## config.mk

```make
export PLATFORM = sky130hd
export DESIGN_NAME = tm_poll_depth_mc
export DESIGN_NICKNAME = d
export VERILOG_FILES = /design/src/rtl/tm_poll_depth_mc.sv
export SDC_FILE = /design/constraint.sdc
export NUM_CORES = 1
export LEC_CHECK = 0
export CELL_PAD_IN_SITES_DETAIL_PLACEMENT = 2
export CELL_PAD_IN_SITES_GLOBAL_PLACEMENT = 2
export CORE_MARGIN = 3
export CORE_UTILIZATION = 46
export CTS_BUF_LIST = sky130_fd_sc_hd__clkbuf_4 sky130_fd_sc_hd__clkbuf_8
export DETAILED_ROUTE_END_ITERATION = 8
export GPL_ROUTABILITY_DRIVEN = 0
export HOLD_SLACK_MARGIN = 0.02
export PLACE_DENSITY = 0.95
export SYNTH_ARGS = -nofsm -noshare
export SYNTH_HDL_FRONTEND = slang
export SYNTH_SLANG_ARGS = --single-unit
```

## constraint.sdc

```tcl
create_clock -name clk -period 6.77 [get_ports clk]
set_input_delay 1.354 -clock clk [delete_from_list [all_inputs] [get_ports clk]]
set_output_delay 1.354 -clock clk [all_outputs]
set_load 0.02 [all_outputs]
```

## src/rtl/tm_poll_depth_mc.sv

```systemverilog
// Multi-channel queue-depth poller: round-robin arbitration of N_CH pollers onto one
// depth lookup port, in-order tag/info tracking and drop/mark verdict per poll.
module tm_poll_depth_mc #(
    parameter int unsigned N_CH      = 4,
    parameter int unsigned QID_NBITS = 8,
    parameter int unsigned DEP_NBITS = 8,
    parameter int unsigned MAX_OUTST = 6,
    parameter bit          CMP_GE    = 1'b0,
    localparam int unsigned CH_W     = $clog2(N_CH),
    localparam int unsigned CNT_W    = $clog2(MAX_OUTST + 1)
) (
    input  logic                      clk,
    input  logic                      rstn,
    input  logic [N_CH-1:0]           poll_req,
    input  logic [N_CH*QID_NBITS-1:0] poll_qid,
    output logic [N_CH-1:0]           poll_gnt,
    input  logic                      ll_ack,
    input  logic                      ll_drop,
    input  logic [DEP_NBITS:0]        ll_thr,
    input  logic [DEP_NBITS:0]        ll_mark_thr,
    output logic                      queue_depth_req,
    output logic [QID_NBITS-1:0]      queue_id,
    input  logic                      queue_depth_ack,
    input  logic [DEP_NBITS-1:0]      queue_depth,
    output logic [N_CH-1:0]           poll_ack,
    output logic                      poll_drop,
    output logic                      poll_mark,
    output logic [QID_NBITS-1:0]      poll_ack_qid,
    output logic [CNT_W-1:0]          outst_cnt,
    output logic                      err_underrun
);

    localparam int unsigned PTR_W = (MAX_OUTST > 1) ? $clog2(MAX_OUTST) : 1;

    // Arbitration
    logic [CH_W-1:0]      rr_ptr;
    logic [CH_W-1:0]      gnt_ch;
    logic [CH_W-1:0]      cand_ch;
    logic [QID_NBITS-1:0] gnt_qid;
    logic                 gnt_any;
    logic                 grant_ok;

    // Depth return pipeline
    logic                 ack_d;
    logic [DEP_NBITS-1:0] depth_q;
    logic                 pop;

    // Tag FIFO: {channel, qid} per granted poll; occupancy is outst_cnt
    logic [CH_W-1:0]      tag_ch_mem  [MAX_OUTST];
    logic [QID_NBITS-1:0] tag_qid_mem [MAX_OUTST];
    logic [PTR_W-1:0]     tag_wr;
    logic [PTR_W-1:0]     tag_rd;

    // Info FIFO: link-list thresholds per poll
    logic                 info_drop_mem [MAX_OUTST];
    logic [DEP_NBITS:0]   info_thr_mem  [MAX_OUTST];
    logic [DEP_NBITS:0]   info_mthr_mem [MAX_OUTST];
    logic [PTR_W-1:0]     info_wr;
    logic [PTR_W-1:0]     info_rd;
    logic [CNT_W-1:0]     info_cnt;
    logic                 info_push;

    // Verdict
    logic [DEP_NBITS:0]   depth_ext;
    logic                 over_thr;
    logic                 drop_c;
    logic                 mark_c;

    function automatic logic [PTR_W-1:0] ptr_inc(input logic [PTR_W-1:0] p);
        return (p == PTR_W'(MAX_OUTST - 1)) ? '0 : p + PTR_W'(1);
    endfunction

    assign pop       = ack_d && (outst_cnt != '0) && (info_cnt != '0);
    // A pop in the same cycle frees a slot, so a full tracker can still grant.
    assign grant_ok  = (outst_cnt < CNT_W'(MAX_OUTST)) || pop;
    assign info_push = ll_ack && ((info_cnt < CNT_W'(MAX_OUTST)) || pop);

    always_comb begin
        poll_gnt = '0;
        gnt_ch   = '0;
        gnt_any  = 1'b0;
        cand_ch  = '0;
        if (grant_ok) begin
            for (int unsigned i = 0; i < N_CH; i++) begin
                cand_ch = CH_W'((32'(rr_ptr) + i) % N_CH);
                if (!gnt_any && poll_req[cand_ch]) begin
                    gnt_any           = 1'b1;
                    gnt_ch            = cand_ch;
                    poll_gnt[cand_ch] = 1'b1;
                end
            end
        end
    end

    always_comb begin
        gnt_qid = '0;
        for (int unsigned i = 0; i < N_CH; i++) begin
            if (CH_W'(i) == gnt_ch) begin
                gnt_qid = poll_qid[i*QID_NBITS +: QID_NBITS];
            end
        end
    end

    always_comb begin
        depth_ext = {1'b0, depth_q};
        over_thr  = CMP_GE ? (depth_ext >= info_thr_mem[info_rd])
                           : (depth_ext >  info_thr_mem[info_rd]);
        drop_c    = info_drop_mem[info_rd] | over_thr;
        mark_c    = !drop_c && (depth_ext > info_mthr_mem[info_rd]);
    end

    always_ff @(posedge clk) begin
        if (gnt_any) begin
            tag_ch_mem[tag_wr]  <= gnt_ch;
            tag_qid_mem[tag_wr] <= gnt_qid;
        end
        if (info_push) begin
            info_drop_mem[info_wr] <= ll_drop;
            info_thr_mem[info_wr]  <= ll_thr;
            info_mthr_mem[info_wr] <= ll_mark_thr;
        end
    end

    always_ff @(posedge clk or negedge rstn) begin
        if (!rstn) begin
            rr_ptr          <= '0;
            tag_wr          <= '0;
            tag_rd          <= '0;
            info_wr         <= '0;
            info_rd         <= '0;
            info_cnt        <= '0;
            outst_cnt       <= '0;
            ack_d           <= 1'b0;
            depth_q         <= '0;
            queue_depth_req <= 1'b0;
            queue_id        <= '0;
            poll_ack        <= '0;
            poll_drop       <= 1'b0;
            poll_mark       <= 1'b0;
            poll_ack_qid    <= '0;
            err_underrun    <= 1'b0;
        end else begin
            if (gnt_any) begin
                rr_ptr   <= (gnt_ch == CH_W'(N_CH - 1)) ? '0 : gnt_ch + CH_W'(1);
                tag_wr   <= ptr_inc(tag_wr);
                queue_id <= gnt_qid;
            end
            queue_depth_req <= gnt_any;

            case ({gnt_any, pop})
                2'b10:   outst_cnt <= outst_cnt + CNT_W'(1);
                2'b01:   outst_cnt <= outst_cnt - CNT_W'(1);
                default: outst_cnt <= outst_cnt;
            endcase

            if (info_push) begin
                info_wr <= ptr_inc(info_wr);
            end
            case ({info_push, pop})
                2'b10:   info_cnt <= info_cnt + CNT_W'(1);
                2'b01:   info_cnt <= info_cnt - CNT_W'(1);
                default: info_cnt <= info_cnt;
            endcase

            ack_d   <= queue_depth_ack;
            depth_q <= queue_depth;

            poll_ack <= '0;
            if (pop) begin
                tag_rd       <= ptr_inc(tag_rd);
                info_rd      <= ptr_inc(info_rd);
                poll_ack     <= N_CH'(1) << tag_ch_mem[tag_rd];
                poll_drop    <= drop_c;
                poll_mark    <= mark_c;
                poll_ack_qid <= tag_qid_mem[tag_rd];
            end

            if (ack_d && !pop) begin
                err_underrun <= 1'b1;
            end
        end
    end

endmodule

```

==> results of run 1 <==
## final cells by class
class                      count  area (µm²)
fill                        1812        8720
sequential                   227        6550
multi-input combinational    368        3070
timing repair buffer         106        1030
clock buffer                  64         743
tap                          270         338
inverter                      15        58.8
clock inverter                 8        42.5
## path summary, 6_finish.rpt
kind                              startpoint      endpoint
worst max register to register     rr_ptr[0]   queue_id[6]
worst min-delay path            err_underrun  err_underrun
max in group asynchronous               rstn    info_rd[0]
min in group asynchronous               rstn     tag_wr[0]
worst max-delay path               rr_ptr[0]   queue_id[6]
worst min register to register  err_underrun  err_underrun
## Yosys cell counts, types with 5 or more instances
cell | instances | area [µm²]
nor3_1 | 6 | 30.0
mux2i_1 | 34 | 340
a221oi_1 | 13 | 114
nand2_1 | 55 | 206
mux4_2 | 29 | 653
o21ai_0 | 38 | 190
nand2b_1 | 5 | 31.3
ha_1 | 29 | 363
a21oi_1 | 24 | 120
nor2_1 | 36 | 135
edfxtp_1 | 174 | 5230
dfrtp_1 | 53 | 1330
o22ai_1 | 6 | 37.5
nor2b_1 | 5 | 31.3
inv_1 | 12 | 45.0
buf_4 | 5 | 37.5
o31ai_1 | 8 | 60.1
buf_2 | 7 | 35.0
xnor2_1 | 6 | 52.6
clkbuf_1 | 12 | 45.0
mux2_2 | 12 | 135
## worst reg2reg max path: cells and delay by family, from the launching register on
family	cells	cell delay, ns
compound gates	5	2.14
fa+ha+maj	2	1.05
buf+inv	1	0.33
flops	1	0.87
mux	1	0.31
simple gates	4	0.84
## flip-flops by register name, summed over array words and instances, names as in the netlist, 2 cells and up
register and cells:
outst_cnt 3, info_rd 3, info_cnt 3, tag_ch_mem 12
info_mthr_mem 54, info_drop_mem 6, poll_ack_qid 8, info_wr 3
depth_q 8, rr_ptr 2, info_thr_mem 54, queue_id 8
tag_rd 3, poll_ack 4, tag_qid_mem 48, tag_wr 3
## cells by family (layout without fill, tap and decap cells)
family | Yosys count | count (layout)
adders and majority gates | 31 | 31
DFF | 227 | 227
muxes | 75 | 75
buffers and inverters | 44 | 193
and+or+nand+nor | 139 | 139
AOI/OAI and AO/OA | 115 | 115
xor gates and xnor gates | 8 | 8
## per-layer routing
layer / global-route usage [%] / up-vias
met3: 5.06 / 54
met5: 0 / -
li1: - / 2708
met2: 52.0 / 204
met4: 7.77 / 2
met1: 31.3 / 3322
## through the flow
stage	utilization, %	power, mW
after floorplan	-	3.89
after global placement	53.8	4.52
after detailed placement	53.8	4.90
after CTS	57.6	6.29
after global routing	57.6	6.58
final	57.6	6.25
## placed cells by master (no fill, tap or decap), types with 3 or more instances in the layout
master           netlist  layout
edfxtp_1             174     174
clkdlybuf4s50_1        0      96
nand2_1               55      55
dfrtp_1               53      52
clkbuf_8               0      42
o21ai_0               38      38
nor2_1                36      36
mux2i_1               34      34
mux4_2                29      29
ha_1                  29      29
a21oi_1               24      24
clkbuf_4               0      22
a221oi_1              13      13
mux2_2                12      12
inv_1                 12      12
buf_4                  5       9
o31ai_1                8       8
o22ai_1                6       6
xnor2_1                6       6
nor2b_1                5       5
nand2b_1               5       5
nand4_1                4       4
nand3_1                4       4
a21o_1                 4       4
and3_1                 4       4
clkinv_1               1       4
nor3_4                 0       3
a22o_1                 3       3
clkinv_2               0       3
## power breakdown
| group | internal [mW] | total, mW | switching [mW] |
|---|---|---|---|
| clock network | 0.696 | 1.27 | 0.574 |
| logic | 1.01 | 2.53 | 1.53 |
| registers | 2.10 | 2.45 | 0.352 |
==> run_results.csv, run 1 <==
group,metric,value,unit
global_routing,grt_pass1_wl,45900,µm
timing,post-route-worst-setup-slack,1.17,ns
logic_synthesis,yosys_warnings,0,
placed_design,place.port_buffers,97,
routing,final_antenna_net_count,0,
setup_path,cpPeakStageDelay,0.89,ns
logic_synthesis,postSynthCellCount,639,
placed_design,place_area,11100,µm²
clock_tree,cts_buffers,39,
timing,slew-limit-headroom,14.8,%
routing,wl_per_cell,28.9,µm
timing,worstMarginPinSlew,1.27,ns
layout,layout.nets,855,
logic_synthesis,ys_seq_area_share,67.0,%
logic_synthesis,synthSimpleGateAreaFrac,6.82,%
logic_synthesis,synth_top_family_by_area,"multiplexers",
timing,timing_hold_violations_final,0,
logic_synthesis,synthAdderAreaFrac,4.12,%
setup_path,slowest_stage,"o31ai_1",
die,dieArea,23000,µm²
global_routing,first_global_vias,7280,
timing,rsz0062_at_grt,"no",
die,die_h,152,µm
logic_synthesis,synth-compound-area-share,7.65,%
clock_tree,htreeDepth,2,
logic_synthesis,synth.distinct_cells,60,
clock_tree,cts_tree,"done",
placed_design,post-dp-hpwl,19400,µm
pwr,vdd_drop_max,334,µV
clock_tree,path_clk_slew,0.06,ns
clock_tree,clkLatencyLatePin,0.55,ns
routing,vias_per_cell,5.95,
timing,finClkSkew,0.0386,ns
worst_hold_path,min_path_cells,1,
die,row_count,52,
die,start_util,47.6,%
setup_path,crit_type,"reg2reg",
timing,max_freq,179,MHz
routing,dr.max_layer_used,"met5",
setup_path,path_depth,13,
routing,vias,6290,
timing,tns,0,ns
logic_synthesis,synth-edff-count,174,
placed_design,place_inst,986,
placed_design,post-place-ws,1.08,ns
setup_path,crit_chain,"inv_1 -> ha_1 -> nor4b_1 -> nand2_1 -> and3_1 -> a21boi_2 -> o31ai_1 -> ha_1 -> nand2_1 -> a21oi_1 -> a21oi_1 -> o21ai_0 -> mux2_2",
logic_synthesis,synth_fp_nets,737,
layout,areaGrowthSynthToFinish,21.1,%
die,boundaryPins,98,
logic_synthesis,syn_area_per_cell,15.3,µm²
logic_synthesis,synthMuxAreaShare,11.5,%
setup_path,worst_setup_path_end_kind,"flop",
timing,finalSetupViolCount,0,
global_routing,antenna_found_initial,1,
routing,met1_length,11500,µm
timing,period_needed,5.60,ns
clock_tree,clockBufferDepth,3,
routing,wl_met2,17100,µm
setup_path,cp_max_fo,21,
setup_path,critPathLaunchType,"flop",
logic_synthesis,syn_area,9780,µm²
global_routing,grt_overflow,0,
layout,final_layout_size_suffix_gt1_share,17.9,%
setup_path,r2r_slack,1.17,ns
timing,maxSlewViolCount,0,
layout,instances_no_fill,1058,
clock_tree,postCtsSetupRepairBufs,0,
routing,wl_met3,1330,µm
global_routing,track_usage,27.3,%
setup_path,worstPathArrival,6.07,ns
worst_hold_path,hp-class,"reg2reg",
routing,drt-pass1-iter-count,4,
timing,hold_slack,0.513,ns
setup_path,critPathBufInv,1,
outcome,status,"finished, final reports clean",
routing,wirelength,30600,µm
logic_synthesis,synthXorXnorAreaFrac,0.717,%
clock_tree,postCtsHoldBufs,0,
logic_synthesis,ys_ff_latch,227,
clock_tree,root_buffer,"clkbuf_8",
logic_synthesis,ys_async_sr_fraction,23.3,%
run,drv_cap,0,
setup_path,worstPathRequired,7.24,ns
routing,drc,0,
global_routing,grt_max_degree,54,
die,core_region_area,20600,µm²
pwr,power_density,528,nW/µm²
setup_path,crit_family,"compound AO/OA/AOI/OAI gates",
logic_synthesis,synthFlopType,"edfxtp_1",
setup_path,reg2reg_depth,13,
die,die_x,152,µm
layout,antenna_cells,0,
pwr,p_leak,4.33,nW
layout,finalInstanceArea,11800,µm²
routing,drtIter0Drc,289,
timing,min_period_over_period,82.7,%
clock_tree,cts.sinks,227,
clock_tree,post_cts_resized,0,
Note: power is estimated with default switching activity, not from simulation.
==> run 2, diff against run 1 <==
CORE_UTILIZATION = 43   (was 46)
PLACE_DENSITY = 0.92   (was 0.95)
clock period = 5.2 ns   (was 6.77 ns; I/O delays follow)
==> run 2 against run 1 <==
Worst setup slack worse by 0.78 ns; critical endpoint is now poll_gnt[1]; cell count is 1.3% higher; clock power is 37% higher.
==> run_results.csv, run 2 (same netlist as run 1, synthesis figures left out) <==
group,metric,value,unit
die,row_count,54,
clock_tree,cts_tree,"done",
setup_path,critPathLaunchType,"input pin",
pwr,p_switching,3.13,mW
die,boundaryPins,98,
timing,finClkSkew,0.0295,ns
placed_design,place.port_buffers,97,
global_routing,grt_overflow,0,
layout,fillers,1976,
timing,hold_slack,0.501,ns
clock_tree,postCtsHoldBufs,0,
routing,drtIter0Drc,314,
timing,timing_hold_violations_final,0,
worst_hold_path,min_from,"poll_ack_qid[7]",
setup_path,worst_setup_path_end_kind,"output port",
clock_tree,post_cts_resized,0,
die,die_h,157,µm
timing,finalSetupViolCount,0,
layout,mostFrequentLayoutCell,"edfxtp_1",
pwr,p_int,5.07,mW
timing,max_freq,208,MHz
clock_tree,cts_buffers,40,
layout,reg_top3,"info_mthr_mem x54, info_thr_mem x54, tag_qid_mem x48",
global_routing,first_global_vias,7294,
clock_tree,cts.sinks,227,
routing,drt-pass1-iter-count,4,
pwr,p_comb_share,40.1,%
clock_tree,htreeDepth,2,
worst_hold_path,min_path_cells,2,
run,drv_cap,0,
timing,worstMarginPinSlew,1.25,ns
outcome,status,"finished, final reports clean",
routing,wl_per_cell,27.0,µm
routing,wirelength,29000,µm
layout,layout.nets,857,
setup_path,reg2reg_depth,10,
setup_path,crit_type,"in2out",
clock_tree,root_buffer,"clkbuf_8",
die,start_util,44.3,%
global_routing,track_usage,24.1,%
die,die_x,157,µm
die,core_region_area,22100,µm²
timing,period_needed,4.81,ns
global_routing,antenna_found_initial,2,
layout,final_cell_mix,"edfxtp_1 (174), clkdlybuf4s50_1 (96), nand2_1 (55)",
die,dieArea,24600,µm²
setup_path,worstPathRequired,4.16,ns
setup_path,rr_startpoint,"rr_ptr[1]",
placed_design,post-dp-hpwl,18500,µm
pwr,pwr-share-seq,38.6,%
global_routing,grt_max_degree,54,
clock_tree,clockBufferDepth,3,
routing,drc,0,
worst_hold_path,min_to,"poll_ack_qid[7]",
timing,maxSlewViolCount,0,
clock_tree,clkLatencyLatePin,0.54,ns
timing,min_period_over_period,92.5,%
clock_tree,postCtsSetupRepairBufs,0,
pwr,switching_share,38.2,%
setup_path,r2r_slack,0.54,ns
worst_hold_path,hp-class,"reg2reg",
setup_path,r2r-end,"queue_id[0]",
pwr,p_leak,4.38,nW
timing,slew-limit-headroom,16.3,%
layout,final_layout_size_suffix_gt1_share,19.0,%
timing,tns,0,ns
pwr,p_clk_share,21.3,%
pwr,power_density,686,nW/µm²
layout,areaGrowthSynthToFinish,22.3,%
global_routing,grt_pass1_wl,44300,µm
layout,final_core_util,54.1,%
timing,rsz0062_at_grt,"no",
setup_path,cp_max_fo,8,
clock_tree,path_clk_slew,0.06,ns
pwr,vdd_drop_max,417,µV
setup_path,worstPathArrival,3.77,ns
routing,vias_per_cell,5.75,
routing,vias,6160,
routing,final_antenna_net_count,0,
## run 2: changes by cell type in the layout (fill, tap and decap cells not counted), sizes merged
cell      change
buf           +1
bufinv        +1
clkbuf        -1
clkinv        +3
clkinvlp      -1
diode         +1
## run 2: worst max-delay path by stage
stage | end | from | slack (ns) | cells after the start
detailed placement | queue_id[1] | poll_req[0] | -0.13 | 9
global placement | queue_id[1] | poll_req[1] | 0.62 | 12
global route | queue_id[0] | poll_req[0] | 0.17 | 9
finish | poll_gnt[1] | poll_req[0] | 0.39 | 6
floorplan | queue_id[5] | rr_ptr[0] | 1.18 | 16
CTS | queue_id[1] | rr_ptr[0] | 0.14 | 10
## run 2: stage by stage
step           cell area, µm²  instances  power, mW  setup WS (ns)
3_5_place_dp            11100        997       6.35         -0.131
6_report                12000       1072       8.20          0.389
2_1_floorplan            9780        639       5.06           1.18
3_3_place_gp            11100        997       5.91          0.623
5_1_grt                 12000       1072       8.66          0.172
4_1_cts                 11900       1071       8.23          0.137
## run 2: power groups by stage
stage                     Sequential (mW)  Combinational, mW  Clock (mW)
after floorplan                      3.03               2.02           0
after global placement               3.11               2.80           0
after detailed placement             3.20               3.15           0
after CTS                            3.18               3.27        1.79
after global routing                 3.23               3.56        1.87
final                                3.17               3.28        1.74
## run 2: worst max-delay path, stage by stage
cell and delay (ns):
clkdlybuf4s50_1 0.54, mux2_2 0.36, o21ai_0 0.66, o21ai_0 0.25
o22ai_1 0.26, clkdlybuf4s50_1 0.65
## run 2: per-layer routing
layer	GRT usage, %	vias up	share of wire, %
met5	0	-	0.045
met4	9.13	2	3.4
met3	4.67	72	4.5
met2	44.3	205	54
met1	27.7	3168	38
li1	-	2713	-
## run 2: cell type report
class	instances	area, µm²	area share (%)
Sequential cell	227	6550	54.8
Inverter	15	58.8	0.492
Tap cell	280	350	2.93
Clock buffer	63	773	6.47
Multi-Input combinational cell	368	3090	25.9
Clock inverter	11	81.3	0.680
Timing Repair Buffer	107	1040	8.71
Antenna cell	1	2.50	0.0209
